File: src/rtl/scsp_timers.sv
// scsp_timers: three independent 8-bit sample-tick interval timers with power-of-two prescalers and one-cycle overflow pulses
module scsp_timers #(
  parameter int PRESC_W = 7
) (
  input  logic        CLK,
  input  logic        RST,
  input  logic        CE,
  input  logic        SAMPLE_CE,
  input  logic        TA_WR,
  input  logic        TB_WR,
  input  logic        TC_WR,
  input  logic [1:0]  BE,
  input  logic [15:0] WDATA,
  output logic [15:0] TA_RD,
  output logic [15:0] TB_RD,
  output logic [15:0] TC_RD,
  output logic        IRQ_A,
  output logic        IRQ_B,
  output logic        IRQ_C
);
  logic [2:0]  wr;
  logic [2:0]  irq;
  logic [15:0] rd [3];
  assign wr = {TC_WR, TB_WR, TA_WR};
  for (genvar i = 0; i < 3; i++) begin : g_t
    logic [2:0]         ctl;
    logic [7:0]         tim;
    logic [PRESC_W-1:0] pr;
    logic [PRESC_W-1:0] mask;
    logic               samp;
    logic               ld;
    logic               tick;
    logic               q;
    assign mask = PRESC_W'((32'd1 << ctl) - 32'd1);
    assign samp = CE & SAMPLE_CE;
    assign ld   = CE & wr[i] & BE[0];
    // tick is judged on the pre-increment prescaler and the current (old) CTL
    assign tick = samp & ((pr & mask) == mask);
    always_ff @(posedge CLK or posedge RST)
      if (RST) begin
        ctl <= '0;
        tim <= '0;
        pr  <= '0;
        q   <= 1'b0;
      end else begin
        q <= tick & ~ld & (tim == 8'hFF);
        if (ld) begin
          tim <= WDATA[7:0];
          pr  <= '0;
        end else begin
          if (tick) tim <= tim + 8'd1;
          if (samp) pr <= pr + 1'b1;
        end
        if (CE & wr[i] & BE[1]) ctl <= WDATA[10:8];
      end
    assign irq[i] = q;
    assign rd[i]  = {5'b0, ctl, tim};
  end
  assign TA_RD = rd[0];
  assign TB_RD = rd[1];
  assign TC_RD = rd[2];
  assign IRQ_A = irq[0];
  assign IRQ_B = irq[1];
  assign IRQ_C = irq[2];
endmodule

File: config.mk
export PLATFORM = sky130hd
export DESIGN_NAME = scsp_timers
export DESIGN_NICKNAME = d
export VERILOG_FILES = /design/src/rtl/scsp_timers.sv
export SDC_FILE = /design/constraint.sdc
export NUM_CORES = 1
export LEC_CHECK = 0
export ABC_AREA = 1
export CAP_MARGIN = 0
export CORE_MARGIN = 2
export CORE_UTILIZATION = 35
export CTS_CLUSTER_DIAMETER = 60
export DETAILED_ROUTE_END_ITERATION = 6
export DONT_BUFFER_PORTS = 1
export SLEW_MARGIN = 20
export SYNTH_ARGS = -nofsm -noshare
export SYNTH_HDL_FRONTEND = slang
export SYNTH_SLANG_ARGS = --single-unit
File: constraint.sdc
create_clock -name CLK -period 2.5 [get_ports CLK]
set_input_delay 0.5 -clock CLK [delete_from_list [all_inputs] [get_ports CLK]]
set_output_delay 0.5 -clock CLK [all_outputs]
set_load 0.05 [all_outputs]
---- After elaboration in Yosys (flattened, before gate mapping) ----
Cells that the tools add are included.
cells by class
  add/sub/neg operators ................... 9
  equality and inequality tests ........... 6
  shifts and indexed selects .............. 3
  multiplexer cells ....................... 12
  bitwise logic cells ..................... 25
  reductions and logical operators ........ 6
operator list
  operator               count
  $mux W8                6
  $mux W7                6
  $add A8 B1 Y8 const B  3
  $eq A8 B8 Y1 const B   3
  $add A7 B1 Y7 const B  3
  $and A7 B7 Y7          3
  $eq A7 B7 Y1           3
  $shl A1 B3 Y7 const A  3
  $sub A7 B1 Y7 const B  3
  $and A1 B1 Y1          19
  $reduce_bool A2 Y1     6
  $not A1 Y1             3
storage, ports and cells
  flip-flop bits (word level) ............. 57
  input bits .............................. 25
  output and inout port bits .............. 51
  word-level logic and storage cells ...... 73

---- Depth between registers and ports, before layout ----
  depth in word-level cells ............... 7
  mapped depth ............................ 10
  gate-level depth less buffers ........... 10

---- Worst setup path after synthesis ----
No wires, ideal clock.
  path type ............................... flip-flop to flip-flop
  from .................................... reg g_t[1].tim[0]
  to ...................................... reg g_t[1].tim[4]
  setup time .............................. 67 ps
  arrival time ............................ 1528 ps
  required time ........................... 2433 ps
  setup slack ............................. 905 ps
  stages on the path, launching flop included .. 7
  path buffers ............................ 0
  period minus slack after synthesis ...... 1595 ps
  cell sequence ........................... dfrtp_1 > ha_1 > nand3_1 > xor2_1 > o21ai_0 > nand2_1 > nand2_1
between the ends
  longest elaborated chain between the ends .. 3
ends and longest elaborated chain
  item                      line  RTL
  start: declaration        27    logic [7:0] tim;
  start signal: assignment  48    tim <= WDATA[7:0];
  start signal: assignment  51    if (tick) tim <= tim + 8'd1;
  $add A8 B1 Y8             51
  $mux W8                   51
  $mux W8                   47    if (ld) begin
Every way passes these cells. The select of a mux whose other input is x is not followed.
A chain may end at the register's enable or synchronous reset.

---- Worst setup path in the final report ----
  from .................................... reg g_t[2].tim[2]
  to ...................................... reg g_t[2].tim[7]
between the ends
  longest elaborated chain between the ends .. 3
ends and longest elaborated chain
  item                      line
  start: declaration        27
  start signal: assignment  48
  start signal: assignment  51
  $add A8 B1 Y8             51
  $mux W8                   51
  $mux W8                   47
Every way passes these cells. The select of a mux whose other input is x is not followed.

==> flow_summary.ini <==
[global_route]
grt_remaining_overflow = 0
grt_pass1_wl_mm = 14.1
grt_pass1_vias = 2933
grt_start_max_net_pins = 46
grt_antenna_before_repair = 0
grt_util_all_layers_pct = 16.2

[sta]
drv_slew = 0
fin_tns_setup_ns = 0
max_clock_freq_ghz = 0.611
period_minus_slack_ns = 1.64
setup_viol_count_final = 0
final.period_utilization_pct = 65.5
worst-slew-pin-transition_ns = 0.659
rsz0062_at_grt = false
fin_skew_ns = 0.0101
finalHoldViolCount = 0
fin_ws_ns = 0.864
maxSlewHeadroom_pct = 56.1

[routing]
first_iter_violations = 151
postRouteWirelength_mm = 8.18
ant_nets = 0
detail_route.vias_per_cell = 4.87
routed-via-count = 3103
drt_pass1_iterations = 4
drt-wirelength-per-cell_um = 12.8
detail_route.drc_violations = 0

[hold_path]
hold_path_class = in2reg

[place]
half_perimeter_wire_length_after_placement_mm = 5.87
port_buf_inserts = 0
dpl_worst_slack_ns = 0.782
globalplace.congestion = 0.849
dpl.cell_count = 620

[final_layout]
most-common-layout-cells = sky130_fd_sc_hd__nand2_1 (178), sky130_fd_sc_hd__nand3_1 (62), sky130_fd_sc_hd__dfrtp_1 (57)
nets = 530
final_cells = 637
final_common_cell = sky130_fd_sc_hd__nand2_1
diodes = 0
final-seq-area_mm2 = 0.00143
multi_input_comb_area_mm2 = 0.00177
syn2layout_area_growth_pct = 12.5
layout.filler_cells = 998
post_route_cells_drive_above_1_share_pct = 9.13

[power]
ir_worst_vdd_v = 0.000550
powerDensity_mw_per_mm2 = 1130
leakagePower_uw = 0.00198
fin_total_pwr_uw = 4420

[cts]
worst_setup_hold_path_clk_slew_ns = 0.07
clock_sinks = 57
cts_tree = built
cts.path.max_buffers = 2
h_tree_level_count = 3
worst_skew_pair_later_pin_latency_ns = 0.34
clockRootBuffer = sky130_fd_sc_hd__clkbuf_8
cts_resized = 0
cts_made_buffers = 9

[job]
cap_viol_max_count = 0

[worst_setup_path]
timing.critical_path.arrival_ns = 1.86
timing.critical_path.required_ns = 2.73
worstSetupStartpointType = register
maximum_fanout_encountered_on_the_critical_timing_path = 6
worst-setup-path-type = reg2reg
endpoint_kind = register

[die]
initial_cell_density_of_the_core_pct = 35.8
die_width_um = 104
core_region_area_mm2 = 0.00968
floorplan.rows = 36
ioPinCount = 76
floorplan.die_area_mm2 = 0.0107
chipHeight_um = 104

[synth]
syn-cell-area_mm2 = 0.00347
syn_area_per_cell_um2 = 7.20
synth_sequential_area_ratio_pct = 41.1
synth_area_leaders = sky130_fd_sc_hd__dfrtp_1 (41%), sky130_fd_sc_hd__nand2_1 (19%), sky130_fd_sc_hd__nand3_1 (8.9%)
synthFlopType = sky130_fd_sc_hd__dfrtp_1
yosys.area.top_type_share_pct = 41.1
synth_largest_area_cell = sky130_fd_sc_hd__dfrtp_1
ys.warnings.count = 0
synthArstFlopShare_pct = 100
number_of_enable_type_register_cells_in_the_synthesized_netlist = 0
netlist_instances = 482
yosysUniqueCellTypes = 29
postSynthRegisterBits = 57

[status]
outcome = finished, final reports clean
synth_stat cells (2+ instances only):
| library cell | count |
|---|---|
| sky130_fd_sc_hd__nand2_1 | 178 |
| sky130_fd_sc_hd__nand3_1 | 62 |
| sky130_fd_sc_hd__dfrtp_1 | 57 |
| sky130_fd_sc_hd__inv_1 | 38 |
| sky130_fd_sc_hd__o21ai_0 | 30 |
| sky130_fd_sc_hd__nor2_1 | 23 |
| sky130_fd_sc_hd__buf_4 | 15 |
| sky130_fd_sc_hd__a21oi_1 | 13 |
| sky130_fd_sc_hd__nand4_1 | 9 |
| sky130_fd_sc_hd__nor3_1 | 8 |
| sky130_fd_sc_hd__xor2_1 | 8 |
| sky130_fd_sc_hd__buf_2 | 7 |
| sky130_fd_sc_hd__ha_1 | 6 |
| sky130_fd_sc_hd__nand2_4 | 5 |
| sky130_fd_sc_hd__nand2_2 | 4 |
| sky130_fd_sc_hd__a21boi_0 | 3 |
| sky130_fd_sc_hd__buf_6 | 2 |
| sky130_fd_sc_hd__o21bai_1 | 2 |
| sky130_fd_sc_hd__xnor2_1 | 2 |
cell type report:
type                            count  share of cell area [%]
Clock inverter                      5                    2.63
Multi-Input combinational cell    374                    45.4
Timing Repair Buffer               18                    3.84
Clock buffer                       11                    3.62
Sequential cell                    57                    36.5
Tap cell                          133                    4.26
Inverter                           39                    3.78
cell families after synthesis:
kind of cell             synth area share [%]
adder cells (fa/ha/maj)                  2.16
AO/OA/AOI/OAI                            7.93
flip-flops                               41.1
AND/OR/NAND/NOR                          36.8
XOR/XNOR                                 2.52
other                                   0.108
buffers and inverters                    9.37
path summary, 6_finish.rpt:
check / start / to / slack (ns) / cells past startpoint
setup / recovery: g_t[2].tim[2] / g_t[2].tim[7] / 0.86 / 7
max in group asynchronous: RST / g_t[2].pr[6] / 1.39 / 3
setup reg to reg: g_t[2].tim[2] / g_t[2].tim[7] / 0.86 / 7
hold / removal: WDATA[6] / g_t[0].tim[6] / 0.37 / 4
min in group asynchronous: RST / g_t[0].tim[6] / 0.57 / 2
hold reg to reg: g_t[1].pr[3] / g_t[1].pr[3] / 0.52 / 1
flip-flops by register name (all words and copies together), names as in the netlist:
signal / flops
g_t.tim: 24
g_t.pr: 21
g_t.ctl: 9
IRQ_A: 1
IRQ_B: 1
IRQ_C: 1
worst max-delay path, cell delays in order, from the launching register on:
cell and delay (ns):
sky130_fd_sc_hd__dfrtp_1 0.74, sky130_fd_sc_hd__nand3_1 0.30, sky130_fd_sc_hd__inv_1 0.14, sky130_fd_sc_hd__nand3_1 0.08, sky130_fd_sc_hd__nand3_1 0.10, sky130_fd_sc_hd__nand2_1 0.06, sky130_fd_sc_hd__nand2_1 0.06, sky130_fd_sc_hd__nand2_1 0.05
per-stage QoR:
step	hold WS (ns)	utilization (%)	instance area [um2]
after floorplan	0.476	-	3520
after global placement	0.361	37.7	3650
after detailed placement	0.364	37.7	3650
after CTS	0.354	40.3	3910
after global routing	0.372	40.3	3910
final	0.368	40.3	3910
what timing repair did:
action	CTS	global route
setup endpoints to repair	0	0
buffers inserted	0	0
hold endpoints to repair	9	0
hold buffers	1	0
power by group:
group | switching [uW] | internal (uW) | leakage, uW
clock network | 380 | 688 | 0.000120
registers | 756 | 1180 | 0.000748
logic | 934 | 479 | 0.00111
per-layer routing:
metal,vias up,share of wire (%),track usage [%]
met5,-,0,0
met4,0,1.3,4.83
met3,9,6.7,5.35
met2,87,47,26.4
met1,1436,45,20.5
li1,1571,-,-
Power figures use the tool's default switching activity.
